--- src/rtl/mem_access_pkg.sv ---
// Shared definitions for the memory access unit: size encodings, FSM states,
// byte-lane enable constants and the lane/alignment helper functions.
package mem_access_pkg;

  localparam logic [1:0] SZ_BYTE = 2'b00;
  localparam logic [1:0] SZ_HALF = 2'b01;
  localparam logic [1:0] SZ_WORD = 2'b10;

  typedef enum logic [1:0] {
    ST_IDLE,
    ST_ACCESS,
    ST_RD_WAIT,
    ST_RESP
  } state_t;

  localparam logic [3:0] BE_NONE    = 4'b0000;
  localparam logic [3:0] BE_BYTE0   = 4'b0001;
  localparam logic [3:0] BE_HALF_LO = 4'b0011;
  localparam logic [3:0] BE_HALF_HI = 4'b1100;
  localparam logic [3:0] BE_WORD    = 4'b1111;

  // Encoding 11 behaves exactly like a word access.
  function automatic logic [1:0] norm_size(input logic [1:0] size);
    return (size == 2'b11) ? SZ_WORD : size;
  endfunction

  function automatic logic is_misaligned(input logic [1:0] size, input logic [1:0] lo);
    logic mis;
    case (size)
      SZ_HALF: mis = lo[0];
      SZ_WORD: mis = |lo;
      default: mis = 1'b0;
    endcase
    return mis;
  endfunction

  function automatic logic [1:0] align_lo(input logic [1:0] size, input logic [1:0] lo);
    logic [1:0] al;
    case (size)
      SZ_HALF: al = {lo[1], 1'b0};
      SZ_WORD: al = 2'b00;
      default: al = lo;
    endcase
    return al;
  endfunction

  function automatic logic [3:0] lane_enable(input logic [1:0] size, input logic [1:0] lo);
    logic [3:0] be;
    case (size)
      SZ_BYTE: be = BE_BYTE0 << lo;
      SZ_HALF: be = lo[1] ? BE_HALF_HI : BE_HALF_LO;
      default: be = BE_WORD;
    endcase
    return be;
  endfunction

  function automatic logic [31:0] replicate(input logic [1:0] size, input logic [31:0] wdata);
    logic [31:0] rep;
    case (size)
      SZ_BYTE: rep = {4{wdata[7:0]}};
      SZ_HALF: rep = {2{wdata[15:0]}};
      default: rep = wdata;
    endcase
    return rep;
  endfunction

endpackage

--- src/rtl/load_align.sv ---
// Combinational load extraction: picks the addressed byte/half out of a RAM
// word, right-justifies it and sign- or zero-extends it to 32 bits.
module load_align
  import mem_access_pkg::*;
(
  input  logic [31:0] i_rdata,
  input  logic [1:0]  i_addr_lo,
  input  logic [1:0]  i_size,
  input  logic        i_signed,
  output logic [31:0] o_data
);

  logic [7:0]  w_byte;
  logic [15:0] w_half;

  assign w_byte = i_rdata[{i_addr_lo, 3'b000} +: 8];
  assign w_half = i_addr_lo[1] ? i_rdata[31:16] : i_rdata[15:0];

  always_comb begin
    // NOTE: default assignment first so every path drives o_data and no latch is inferred.
    o_data = i_rdata;
    case (i_size)
      SZ_BYTE: o_data = {{24{i_signed & w_byte[7]}}, w_byte};
      SZ_HALF: o_data = {{16{i_signed & w_half[15]}}, w_half};
      default: ;
    endcase
  end

endmodule

--- src/rtl/mem_access_unit.sv ---
// Load/store unit in front of a single-port word RAM. Define MISALIGN_TRAP_EN
// to reject misaligned half/word accesses; otherwise they are force-aligned.
module mem_access_unit
  import mem_access_pkg::*;
#(
  parameter int ADDR_W = 10
) (
  input  logic              clk,
  input  logic              rst_n,
  input  logic              req_valid,
  output logic              req_ready,
  input  logic              req_we,
  input  logic [1:0]        req_size,
  input  logic              req_signed,
  input  logic [31:0]       req_addr,
  input  logic [31:0]       req_wdata,
  output logic              mem_re,
  output logic              mem_we,
  output logic [ADDR_W-1:0] mem_addr,
  output logic [3:0]        mem_be,
  output logic [31:0]       mem_wdata,
  input  logic [31:0]       mem_rdata,
  output logic [31:0]       load_data,
  output logic              load_valid,
  output logic              misalign_err
);

  state_t            r_state;
  logic [1:0]        r_size;
  logic              r_signed;
  logic [1:0]        r_lo;
  logic              r_mem_re;
  logic              r_mem_we;
  logic [ADDR_W-1:0] r_mem_addr;
  logic [3:0]        r_mem_be;
  logic [31:0]       r_mem_wdata;
  logic [31:0]       r_load_data;
  logic              r_load_valid;
  logic              r_misalign_err;

  logic [1:0]  w_size;
  logic [1:0]  w_lo;
  logic        w_trap;
  logic [31:0] w_load_aligned;
  logic        w_unused_addr;

  assign w_size = norm_size(req_size);

`ifdef MISALIGN_TRAP_EN
  assign w_trap = is_misaligned(w_size, req_addr[1:0]);
  assign w_lo   = req_addr[1:0];
`else
  assign w_trap = 1'b0;
  assign w_lo   = align_lo(w_size, req_addr[1:0]);
`endif

  // Address bits above the RAM range are dropped so accesses wrap.
  assign w_unused_addr = ^req_addr[31:ADDR_W+2];

  load_align u_load_align (
    .i_rdata   (mem_rdata),
    .i_addr_lo (r_lo),
    .i_size    (r_size),
    .i_signed  (r_signed),
    .o_data    (w_load_aligned)
  );

  always_ff @(posedge clk or negedge rst_n) begin
    if (!rst_n) begin
      r_state        <= ST_IDLE;
      r_size         <= SZ_BYTE;
      r_signed       <= 1'b0;
      r_lo           <= 2'b00;
      r_mem_re       <= 1'b0;
      r_mem_we       <= 1'b0;
      r_mem_addr     <= '0;
      r_mem_be       <= BE_NONE;
      r_mem_wdata    <= '0;
      r_load_data    <= '0;
      r_load_valid   <= 1'b0;
      r_misalign_err <= 1'b0;
    end else begin
      // NOTE: non-blocking assignments so every register samples pre-edge values.
      r_load_valid   <= 1'b0;
      r_misalign_err <= 1'b0;
      case (r_state)
        ST_IDLE: begin
          if (req_valid) begin
            r_size         <= w_size;
            r_signed       <= req_signed;
            r_lo           <= w_lo;
            r_mem_addr     <= req_addr[ADDR_W+1:2];
            r_mem_be       <= w_trap ? BE_NONE : lane_enable(w_size, w_lo);
            r_mem_wdata    <= replicate(w_size, req_wdata);
            r_mem_re       <= !req_we && !w_trap;
            r_mem_we       <= req_we && !w_trap;
            r_misalign_err <= w_trap;
            r_state        <= ST_ACCESS;
          end
        end
        ST_ACCESS: begin
          // Only a load that actually strobed the RAM waits for data.
          r_mem_re <= 1'b0;
          r_mem_we <= 1'b0;
          r_mem_be <= BE_NONE;
          r_state  <= r_mem_re ? ST_RD_WAIT : ST_IDLE;
        end
        ST_RD_WAIT: begin
          r_load_data  <= w_load_aligned;
          r_load_valid <= 1'b1;
          r_state      <= ST_RESP;
        end
        ST_RESP: begin
          r_state <= ST_IDLE;
        end
        default: begin
          r_state <= ST_IDLE;
        end
      endcase
    end
  end

  assign req_ready    = (r_state == ST_IDLE);
  assign mem_re       = r_mem_re;
  assign mem_we       = r_mem_we;
  assign mem_addr     = r_mem_addr;
  assign mem_be       = r_mem_be;
  assign mem_wdata    = r_mem_wdata;
  assign load_data    = r_load_data;
  assign load_valid   = r_load_valid;
  assign misalign_err = r_misalign_err;

endmodule

--- config.mk ---
export PLATFORM = sky130hd
export DESIGN_NAME = mem_access_unit
export DESIGN_NICKNAME = d
export VERILOG_FILES = /design/src/rtl/mem_access_pkg.sv /design/src/rtl/load_align.sv /design/src/rtl/mem_access_unit.sv
export SDC_FILE = /design/constraint.sdc
export NUM_CORES = 1
export LEC_CHECK = 0
export ABC_AREA = 1
export CAP_MARGIN = 20
export CELL_PAD_IN_SITES_DETAIL_PLACEMENT = 0
export CELL_PAD_IN_SITES_GLOBAL_PLACEMENT = 1
export CORE_MARGIN = 2
export CORE_UTILIZATION = 32
export CTS_BUF_LIST = sky130_fd_sc_hd__clkbuf_16
export DETAILED_ROUTE_END_ITERATION = 12
export PLACE_DENSITY = 0.9
export SLEW_MARGIN = 20
export SYNTH_ARGS = -nofsm -noshare
export SYNTH_HDL_FRONTEND = slang
export SYNTH_SLANG_ARGS = --single-unit
export TNS_END_PERCENT = 1
--- constraint.sdc ---
create_clock -name clk -period 2.09 [get_ports clk]
set_input_delay 0.209 -clock clk [delete_from_list [all_inputs] [get_ports clk]]
set_output_delay 0.209 -clock clk [all_outputs]
set_load 0.1 [all_outputs]
# After elaboration in Yosys (flattened, before gate mapping)
# Cells that the tools add are included.
# totals
regBits	88
in_bits	103
out_inout_bits	83
word_cells	47
# classes
eq_ne	8
n_shift	2
mux	17
bitwise	2
n_reduce_logical	7
# ops
cell	n
32-bit one-hot mux with 2 select lines	2
32-bit by 6-bit indexed part select with 8-bit output	1
16-bit 2-to-1 mux	1
4-bit one-hot mux with 2 select lines	2
2-bit == test, second input constant	4
4-bit 2-to-1 mux	2
2-bit one-hot mux with 4 select lines	1
2-bit by 1-bit == test with 1-bit output, second input constant	3
2-bit logical NOT	3
2-bit 2-to-1 mux	3
1-bit one-hot mux with 2 select lines	2
2-bit one-hot mux with 2 select lines	1
2-bit AND reduction	2
1-bit by 2-bit left shift with 4-bit output, first input constant	1
1-bit 2-to-1 mux	3
1-bit AND	2
2-bit != test, second input constant	1
2-bit nonzero test	1
1-bit logical NOT	1

# Depth between registers and ports, before layout
# Gate-level depths: netlist of the first run.
# logic_depth
ltp_word	8
mapped_depth	10

# By module
# Synthesis of the first run repeated with hierarchy kept, for this count alone.
# unflattened
hier_cells	602
hier_area_um2	4540.6
# by_module_without_submodules
mod	instances	cells_per_inst	area_per_inst_um2	seq_area_each_um2
mem_access_unit	1	449	3686.0	2202.1
load_align	1	153	854.6	0.0

# Worst setup path after synthesis of the first run
# No wires, ideal clock.
# synth_timing
path_kind	reg2reg
start	reg r_state[0]
end	reg r_mem_wdata[18] (netlist: mem_wdata[18])
setup_ns	0.082
arrival_time_ns	1.993
t_required_ns	2.008
setup_slack_ns	0.015
path_stages_with_launch	7
n_path_buf	1
period_less_slack_ns	2.075
cell_sequence	dfrtp_1 > nor2_2 > nand2_2 > inv_2 > buf_2 > nor2_1 > a31oi_1
# synth_between
elab_chain_cells	2
# synth_lines
element	line_no	source
from (decl)	mem_access_unit.sv:28	state_t r_state;
from (signal assigned)	mem_access_unit.sv:106	r_state <= r_mem_re ? ST_RD_WAIT : ST_IDLE;
2-bit logical NOT	--	
named net req_ready	mem_access_unit.sv:11	output logic req_ready,
2-bit AND reduction (no line)	--	
to (signal assigned)	mem_access_unit.sv:94	r_mem_wdata <= replicate(w_size, req_wdata);
to (decl)	mem_access_unit.sv:36	logic [31:0] r_mem_wdata;
# The timed path passes the listed nets, and every way through them passes these cells.
# A chain may end at the register's enable or synchronous reset.

# Final worst setup path of the first run
# layout_timing
start	reg r_lo[1]
end	reg r_load_data[10] (netlist: load_data[10])
# layout_between
elab_chain_cells	3
word_cells_on_any_way	4
# layout_lines
element	line_no	source
from (decl)	mem_access_unit.sv:31	logic [1:0] r_lo;
from (signal assigned)	mem_access_unit.sv:91	r_lo <= w_lo;
32-bit by 6-bit indexed part select with 8-bit output	load_align.sv:16	assign w_byte = i_rdata[{i_addr_lo, 3'b000} +: 8];
1-bit AND	load_align.sv:23	SZ_BYTE: o_data = {{24{i_signed & w_byte[7]}}, w_byte};
32-bit one-hot mux with 2 select lines *	load_align.sv:22	case (i_size)
to (signal assigned)	mem_access_unit.sv:109	r_load_data <= w_load_aligned;
to (decl)	mem_access_unit.sv:37	logic [31:0] r_load_data;
# Mark *: on every way between the ends. The rest lies on a longest branch, timed or not.

==> impl_results.md, run 1 <==
* CTS tree: yes
* Area Overhead vs Synth at 45.6%
* Number of buffers created by CTS at 9
* Hold path startpoint: req_addr[6]
* Clock insertion delay at the later pin of the skew report at 0.34 ns
* Die height at 119 um
* Most used routing layer: met2
* Max Cap Viol at 0
* Crit path from: r_lo[1]
* Max FO, Critical Path at 17
* RSZ-0062 raised after global routing: no
* Syn nets at 632
* WHS Path Cells at 3
* Final setup vio count at 0
* Max Slew Vio Count at 0
* Initial antenna violation count at 0
* Initial DRC Count at 383
* Total track usage at 18.8%
* Synth Area in Simple Gates at 23.3%
* Clk buf depth at 2
* Mux cell area share after synthesis at 0%
* Met1 Usage GRT at 23.2%
* Final Worst Setup Slack at 0.554 ns
* Skew final at 0.0104 ns
* Place WS at 0.266 ns
* CTS Root Cell: clkbuf_16
* Cell count after synthesis at 529
* Tcrit/Tclk final at 73.5%
* Nets@finish at 792
* Post-DRT Antenna Nets at 0
* Worst Path Required at 2.31 ns
* Core box area at 0.0131 mm2
* Via count at 4,233
* Crit end category: flip-flop
* Yosys reg bits at 88
* ANT cells at 0
* Reg-to-Reg Start: r_lo[1]
* GRT overflow at 0
* Register area share after synthesis at 51.9%
* Count of different cell masters after synthesis at 28
* Status: complete, no violations
* Max-slew headroom at 57.2%
* First drt pass iteration count at 4
* Clk sinks at 88
* I/O Buffers at 164
* Initial core utilization at 32.4%
* Post-synthesis adder-cell area fraction at 0%
* Post-Syn Area at 0.00424 mm2
* Drt wl/cell at 15.2 um
* Fraction of layout cells with a size suffix above 1 at 19.6%
* I/O pin count at 186
* GRT met2 Usage at 31.6%
* FILL cells at 1,287
* Synth warn at 0
* Met3 Use GR at 4.74%
* Post-DP HPWL at 9800 um
* Die area at 0.0142 mm2
* Yosys top cell by area: dfrtp_1
* Area share of the largest cell type after synthesis at 51.9%
* Fin util at 47.2%
* Cells on worst reg2reg path at 9
* Post-route minimum period at 1.54 ns
* Hold Path Class: in2reg
* H-tree depth at 3
* Clock transition at path regs at 0.06 ns
* Leading cell type in the layout, fill and taps excluded: nand2_1
* GP Congestion at 0.900
* Synth top area cells: dfrtp_1, nand2_1, a21oi_1
* Commonest cells after routing, fill and taps aside: nand2_1, buf_4, dfrtp_1
* Synth Area in XOR/XNOR at 0%
* Via density at 4.87
* Vias in the first global route at 4,208
* DRC at 0
* Final wirelength at 13,200 um
* Maximum clock frequency at 651 MHz
* Row count at 42
* Largest net degree at the start of global routing at 46
* Worst reg-to-reg setup slack at 0.55 ns
* First-pass GRT wire length at 21,100 um
* Crit path launch type: flip-flop
* Crit Path Class: reg2reg
* Syn Area/Cell at 8.01 um2
* Final Hold Vio Count at 0
* Worst EP arrival at 1.76 ns
* Worst Tran Pin Value at 0.642 ns
* Largest family of logic cells by synthesized area: simple AND/OR/NAND/NOR gates
* Die Span X at 119 um
* Sum Neg Setup Slack at 0 ns
* Compound-Gate Fraction of Synth Area at 17.9%
[cell type report]
| class | count | area, um2 | area share [%] |
|---|---|---|---|
| sequential | 88 | 2200 | 35.7 |
| multi-input combinational | 376 | 1750 | 28.4 |
| timing repair buffer | 179 | 1570 | 25.5 |
| clock buffer | 9 | 225 | 3.65 |
| tap | 176 | 220 | 3.57 |
| inverter | 35 | 136 | 2.21 |
| clock inverter | 7 | 65.1 | 1.05 |
[worst max-delay path, cell delays in order, from the launching register on]
cell	delay, ns
dfrtp_1	0.48
buf_4	0.24
nand2_1	0.07
nand2_1	0.06
nand2_1	0.10
nand2_1	0.08
nand2_2	0.16
nand2_1	0.07
nand2_1	0.09
nand2_1	0.06
[cell usage after synthesis (all sizes together)]
cell type    n
nand2      168
dfrtp       88
a21oi       64
o21ai       55
nor2        45
inv         33
nand3       24
buf         18
a31oi       16
clkbuf      12
clkinv       2
conb         1
o21a         1
o22a         1
o31ai        1
[flip-flops by register name, summed over array words and instances, names as in the netlist, named ones only]
name        count
mem_addr       10
mem_re          1
r_lo            2
mem_wdata      32
r_size          2
r_state         1
load_data      32
mem_we          1
r_signed        1
mem_be          4
load_valid      1
[routing by layer]
metal,routed length (um),share of wire (%)
met1,5560,42
met2,6280,47
met3,1110,8.4
met4,282,2.1
met5,0,0
[worst paths after layout]
| path | endpoint |
|---|---|
| max in group asynchronous | r_state[0] |
| min in group asynchronous | load_data[20] |
| worst max-delay path | load_data[10] |
| worst min-delay path | mem_addr[4] |
| worst max register to register | load_data[10] |
| worst min register to register | load_data[8] |
[repair_timing]
| action | CTS | global route |
|---|---|---|
| hold buffers | 1 | 0 |
| hold endpoints to repair | 44 | 0 |
| setup buffers | 0 | 0 |
| gates resized for setup | 0 | 0 |
[cell families (layout without fill, tap and decap cells)]
kind of cell / count (synthesis) / after routing
other cells: 1 / 1
buf+inv: 65 / 230
compound gates: 138 / 138
simple gates: 237 / 237
flops: 88 / 88
[per-stage QoR]
step,cell area [um2],hold WS (ns),cells
floorplan,4240,-0.0866,529
global placement,5870,0.242,853
detailed placement,5870,0.260,853
CTS,6170,0.400,870
global route,6170,0.412,870
finish,6170,0.407,870
Power of run 1 is not shown: default switching activity piles up to over one toggle a cycle in this logic, so the estimate is an artifact.
==> run 2, diff against run 1 <==
--- a/config.mk
+++ b/config.mk
@@ -10,10 +10,10 @@
 export CELL_PAD_IN_SITES_DETAIL_PLACEMENT = 0
 export CELL_PAD_IN_SITES_GLOBAL_PLACEMENT = 1
 export CORE_MARGIN = 2
-export CORE_UTILIZATION = 32
+export CORE_UTILIZATION = 27
 export CTS_BUF_LIST = sky130_fd_sc_hd__clkbuf_16
 export DETAILED_ROUTE_END_ITERATION = 12
-export PLACE_DENSITY = 0.9
+export PLACE_DENSITY = 0.81
 export SLEW_MARGIN = 20
 export SYNTH_ARGS = -nofsm -noshare
 export SYNTH_HDL_FRONTEND = slang
==> constraint.sdc (replaced) <==
create_clock -name clk -period 1.35 [get_ports clk]
set_input_delay 0.135 -clock clk [delete_from_list [all_inputs] [get_ports clk]]
set_output_delay 0.135 -clock clk [all_outputs]
set_load 0.1 [all_outputs]
==> run 2 against run 1 <==
The flow now finishes with violations (negative setup slack). Highest routed layer unchanged. First-iteration DRC count decreased by 16%. Critical path depth is 6 lower. Worst hold slack lost 0.092 ns. Largest cell class is now buffers. Core utilization increased by 3.8 points. Die area grew 18%. Via count up 6.7%. Routed wire length grew 14%. Non-clock buffer count rose by 38. Critical path type is now reg2out.
==> impl_results.md, run 2 (same netlist as run 1, synthesis figures left out) <==
* Status: complete, but fails checks (was complete, no violations)
* Failing checks: negative setup slack
* Stages on the worst setup path at 3 (was 9)
* Worst reg-to-reg setup slack at 0 ns (was 0.55 ns)
* Hold Path Class: in2async (was in2reg)
* Post-DRT Antenna Nets at 0 (unchanged)
* Finished Cell Area at 0.00778 mm2 (was 0.00617 mm2)
* Tcrit/Tclk final at 101%
* Die height at 129 um (was 119 um)
* CTS tree: yes (unchanged)
* Worst Tran Pin Value at 0.510 ns (was 0.642 ns)
* Largest net degree at the start of global routing at 38 (was 46)
* Commonest cells after routing, fill and taps aside: nand2_1, buf_12, dfrtp_1 (was nand2_1, buf_4, dfrtp_1)
* Nets@finish at 830 (was 792)
* Maximum clock frequency at 730 MHz
* Crit end category: primary output (was flip-flop)
* Place WS at -0.130 ns (was 0.266 ns)
* RR Endpoint: load_data[2] (was load_data[10])
* Max Cap Viol at 0 (unchanged)
* RSZ-0062 raised after global routing: yes (was no)
* Clk buf depth at 2 (unchanged)
* Max-slew headroom at 66.0% (was 57.2%)
* Crit path launch type: flip-flop (unchanged)
* Total track usage at 18.3% (was 18.8%)
* Worst Path Required at 1.22 ns (was 2.31 ns)
* GRT overflow at 0 (unchanged)
* Final Hold Vio Count at 0 (unchanged)
* Via count at 4,515 (was 4,233)
* DRC at 0 (unchanged)
* CP peak stage delay at 0.41 ns (was 0.48 ns)
* Crit Path Class: reg2out (was reg2reg)
* Final wirelength at 15,100 um (was 13,200 um)
* Final setup vio count at 3 (was 0)
* Clock transition at path regs at 0.07 ns (was 0.06 ns)
* Leading cell type in the layout, fill and taps excluded: nand2_1 (unchanged)
* Vias in the first global route at 4,597 (was 4,208)
* WP buf/inv at 2 (was 1)
* Clock insertion delay at the later pin of the skew report at 0.35 ns (was 0.34 ns)
* Number of buffers created by CTS at 9 (unchanged)
* Post-route minimum period at 1.37 ns
* Crit path max-delay family: flip-flops (was simple AND/OR/NAND/NOR gates)
* Die area at 0.0167 mm2 (was 0.0142 mm2)
* GP Congestion at 0.914 (was 0.900)
* ANT cells at 0 (unchanged)
* Slowest CP cell: dfrtp_1 (unchanged)
* Max Slew Vio Count at 0 (unchanged)
* Initial core utilization at 27.8% (was 32.4%)
* Initial antenna violation count at 0 (unchanged)
* First drt pass iteration count at 5 (was 4)
* Cells on worst reg2reg path at 8 (was 9)
* CTS Root Cell: clkbuf_16 (unchanged)
* Non-Filler Instances at 943 (was 870)
* Final Worst Setup Slack at -0.0194 ns (was 0.554 ns)
* I/O pin count at 186 (unchanged)
* Crit path to: req_ready (was load_data[10])
* First-pass GRT wire length at 23,700 um (was 21,100 um)
* Post-DP HPWL at 11,600 um (was 9800 um)
* Fraction of layout cells with a size suffix above 1 at 26.6% (was 19.6%)
* Clk sinks at 88 (unchanged)
* Drt wl/cell at 16.0 um (was 15.2 um)
* Worst EP arrival at 1.23 ns (was 1.76 ns)
* Die Span X at 129 um (was 119 um)
* Row count at 45 (was 42)
* Via density at 4.79 (was 4.87)
* Critical-path cell list: buf_4, nor2_4, buf_12 (was buf_4, nand2_1, nand2_1, nand2_1, nand2_1, nand2_2, nand2_1, nand2_1, nand2_1)
* Core box area at 0.0153 mm2 (was 0.0131 mm2)
* Fin util at 51.0% (was 47.2%)
* Skew final at 0.00629 ns (was 0.0104 ns)
* Area post-placement at 0.00729 mm2 (was 0.00587 mm2)
* I/O Buffers at 164 (unchanged)
* Initial DRC Count at 323 (was 383)
* Placed insts at 921 (was 853)
* Area Overhead vs Synth at 83.4% (was 45.6%)
* FILL cells at 1,374 (was 1,287)
* Max FO, Critical Path at 3 (was 17)
* H-tree depth at 3 (unchanged)
run 2: how the worst min path moves through the flow:
stage / start / to / slack, ns / cells after the start
2_1_floorplan: rst_n / asynchronous set/reset pin / -0.16 / 0
3_3_place_gp: rst_n / load_data[14] / 0.13 / 1
3_5_place_dp: rst_n / load_data[14] / 0.14 / 1
4_1_cts: req_addr[4] / mem_addr[2] / 0.31 / 3
5_1_grt: req_addr[4] / mem_addr[2] / 0.33 / 3
6_report: rst_n / load_data[14] / 0.31 / 2
run 2: layout make-up:
| cell class | instances | area (um2) | share of cell area (%) |
|---|---|---|---|
| well taps | 211 | 264 | 3.40 |
| inverters | 35 | 149 | 1.91 |
| clock inverters | 7 | 66.3 | 0.853 |
| flip-flops and latches | 88 | 2200 | 28.4 |
| multi-input cells | 376 | 1850 | 23.8 |
| repair buffers | 217 | 3020 | 38.8 |
| clock buffers | 9 | 225 | 2.90 |
run 2: worst reg2reg max path, delay by kind of cell (launching register included):
| family | cells | cell delay (ns) |
|---|---|---|
| buf+inv | 4 | 0.40 |
| flops | 1 | 0.39 |
| simple gates | 2 | 0.26 |
| compound gates | 2 | 0.20 |
run 2: per-stage QoR:
| step | hold WS, ns | setup TNS [ns] |
|---|---|---|
| after floorplan | -0.161 | -12.75 |
| after global placement | 0.133 | -1.91 |
| after detailed placement | 0.141 | -3.51 |
| after CTS | 0.308 | 0 |
| after global routing | 0.332 | -2.25 |
| final | 0.315 | -0.0204 |
run 2: what timing repair did:
| action | 4_1_cts | 5_1_grt |
|---|---|---|
| hold buffers | 1 | 0 |
| cloned | 0 | 2 |
| setup endpoints to repair | 2 | 38 |
| buffers inserted | 1 | 3 |
| resized for setup | 1 | 34 |
| hold endpoints to repair | 30 | 0 |
| pin swaps | 1 | 5 |
run 2: metal layers:
| metal | vias to the layer above | GRT usage, % | part of all wire [%] |
|---|---|---|---|
| met1 | 2138 | 22.9 | 41 |
| li1 | 2123 | - | - |
| met3 | 25 | 6.03 | 10 |
| met4 | 0 | 7.35 | 2.3 |
| met2 | 229 | 29.4 | 47 |
| met5 | - | 0 | 0 |
Power of run 2 is left out for the same reason.
==> run 3, diff against run 2 <==
==> constraint.sdc (replaced) <==
create_clock -name clk -period 1.35 [get_ports clk]
set_input_delay 0.135 -clock clk [delete_from_list [all_inputs] [get_ports clk]]
set_output_delay 0.135 -clock clk [all_outputs]
set_load 0.02 [all_outputs]
==> run 3 against run 2 <==
The run now ends clean. Global-route usage shrank 0.43 points. Cell area decreased by 13%. Worst setup slack improved by 0.041 ns. Critical path depth is 4 higher. Critical path type is now reg2reg. Worst hold slack improved by 0.0042 ns. Highest routed layer unchanged. Register-to-register slack better by 0.02 ns. Sequential share of layout area rose by 4.1 points. Cell count decreased by 0.11%. Clock skew rose by 0.00050 ns.
==> impl_results.md, run 3 (same netlist as run 1, synthesis figures left out) <==
* Hold path startpoint: req_addr[10]
* Initial antenna violation count at 0 (unchanged)
* Worst EP arrival at 1.60 ns (was 1.23 ns)
* Gate power share at 51.0%
* Overall Power at 15.2 mW
* Initial DRC Count at 247 (was 323)
* Core box area at 0.0153 mm2 (unchanged)
* Total track usage at 17.9% (was 18.3%)
* Status: complete, no violations (was complete, but fails checks)
* Final setup vio count at 0 (was 3)
* WHS Path Cells at 3
* Crit path launch type: flip-flop (unchanged)
* RR Endpoint: load_data[20] (was load_data[2])
* CTS Root Cell: clkbuf_16 (unchanged)
* Fraction of layout cells with a size suffix above 1 at 14.9% (was 26.6%)
* Clock transition at path regs at 0.06 ns (was 0.07 ns)
* Hold EP: mem_addr[8]
* Clk sinks at 88 (unchanged)
* H-tree depth at 3 (unchanged)
* DRC at 0 (unchanged)
* Commonest cells after routing, fill and taps aside: nand2_1, dfrtp_1, clkdlybuf4s50_1, dlygate4sd2_1, a21oi_1 (was nand2_1, buf_12, dfrtp_1)
* Post-route minimum period at 1.33 ns (was 1.37 ns)
* Nets@finish at 828 (was 830)
* I/O pin count at 186 (unchanged)
* Drt wl/cell at 15.9 um (was 16.0 um)
* Peak VDD IR at 0.916 mV
* Final Worst Setup Slack at 0.0212 ns (was -0.0194 ns)
* First-pass GRT wire length at 23,000 um (was 23,700 um)
* Area Overhead vs Synth at 60.2% (was 83.4%)
* Hold Path Class: in2reg (was in2async)
* Die height at 129 um (unchanged)
* Maximum clock frequency at 753 MHz (was 730 MHz)
* Max Cap Viol at 0 (unchanged)
* Post-DRT Antenna Nets at 0 (unchanged)
* Reg-to-Reg Start: r_size[1]
* Post-DP HPWL at 10,900 um (was 11,600 um)
* Leak at 3.24 nW
* GP Congestion at 0.938 (was 0.914)
* Leading cell type in the layout, fill and taps excluded: nand2_1 (unchanged)
* Max FO, Critical Path at 8 (was 3)
* Int Power at 8.60 mW
* I/O Buffers at 164 (unchanged)
* Via count at 4,383 (was 4,515)
* First drt pass iteration count at 5 (unchanged)
* Sw Share at 43.5%
* Worst Path Required at 1.62 ns (was 1.22 ns)
* Tcrit/Tclk final at 98.4% (was 101%)
* Via density at 4.65 (was 4.79)
* Row count at 45 (unchanged)
* Crit Path Class: reg2reg (was reg2out)
* Max Slew Vio Count at 0 (unchanged)
* Die area at 0.0167 mm2 (unchanged)
* Crit end category: flip-flop (was primary output)
* Part of the power in the clock network at 17.7%
* Vias in the first global route at 4,371 (was 4,597)
* Final wirelength at 15,000 um (was 15,100 um)
* P per Cell Area at 2240 mW/mm2
* Die Span X at 129 um (unchanged)
* Initial core utilization at 27.8% (unchanged)
* Sequential power share at 31.4%
* Cells on worst reg2reg path at 7 (was 8)
* Worst Tran Pin Value at 0.517 ns (was 0.510 ns)
* Largest net degree at the start of global routing at 89 (was 38)
* Clock insertion delay at the later pin of the skew report at 0.35 ns (about the same)
* Final Hold Vio Count at 0 (unchanged)
* CTS tree: yes (unchanged)
* Sw power at 6.62 mW
* Number of buffers created by CTS at 9 (unchanged)
* Worst reg-to-reg setup slack at 0.02 ns (was 0 ns)
* RSZ-0062 raised after global routing: yes (unchanged)
* GRT overflow at 0 (unchanged)
* Clk buf depth at 2 (unchanged)
* Max-slew headroom at 65.6% (was 66.0%)
* Skew final at 0.00679 ns (was 0.00629 ns)
* Place WS at -0.237 ns (was -0.130 ns)
## run 3: critical path, stage by stage, from the launching register on
cell and delay, ns:
dfrtp_2 0.48, clkinv_4 0.09, nand2_8 0.06, nor2_8 0.11, nand2_2 0.08, nand3_4 0.17, nand2_8 0.11, a21oi_1 0.15
## run 3: area by class of cell
cell class | instances | area (um2)
Inverter | 35 | 145
Clock buffer | 9 | 225
Multi-Input combinational cell | 377 | 1870
Clock inverter | 7 | 88.8
Antenna cell | 1 | 2.50
Tap cell | 211 | 264
Timing Repair Buffer | 214 | 1990
Fill cell | 1523 | 8470
Sequential cell | 88 | 2210
## run 3: power by group through the flow
stage	Clock (mW)	Combinational (mW)	Sequential, mW
CTS	2.77	7.30	4.76
global placement	0	7.98	4.78
floorplan	0	2.85	6.05
finish	2.69	7.75	4.77
global route	2.87	8.50	4.93
detailed placement	0	8.09	4.80
## run 3: through the flow
stage | hold WS, ns | TNS [ns] | std cells | area [um2] | util, %
6_report | 0.319 | 0 | 942 | 6790 | 44.5
5_1_grt | 0.333 | -0.598 | 941 | 6790 | 44.5
4_1_cts | 0.305 | -0.0251 | 937 | 6600 | 43.3
3_5_place_dp | 0.219 | -5.44 | 920 | 6370 | 41.8
3_3_place_gp | 0.214 | -3.41 | 920 | 6370 | 41.8
2_1_floorplan | -0.161 | 0 | 529 | 4240 | -
## run 3: worst max-delay path by stage
stage,from,endpoint,cells past startpoint,slack (ns)
after floorplan,r_state[0],mem_wdata[18],6,0.006
after global placement,req_size[1],mem_wdata[13],6,-0.16
after detailed placement,req_size[1],mem_wdata[11],6,-0.24
after CTS,r_size[1],load_data[16],7,-0.01
after global routing,r_size[0],load_data[29],7,-0.05
final,r_size[1],load_data[20],7,0.02
## run 3: repair_timing
| item | CTS | global route |
|---|---|---|
| gates resized for setup | 89 | 38 |
| pin swaps | 0 | 4 |
| gates cloned | 0 | 2 |
| hold buffers | 1 | 0 |
| endpoints found under the setup margin | 105 | 52 |
| endpoints found under the hold margin | 88 | 0 |
| setup buffers | 0 | 2 |
## run 3: metal layers
| metal | GRT usage (%) | part of all wire (%) |
|---|---|---|
| met4 | 7.29 | 2.6 |
| met3 | 5.37 | 8.7 |
| met5 | 0 | 0 |
| met2 | 28.3 | 45 |
| met1 | 23.0 | 43 |
(Power assumes the default switching activity.)
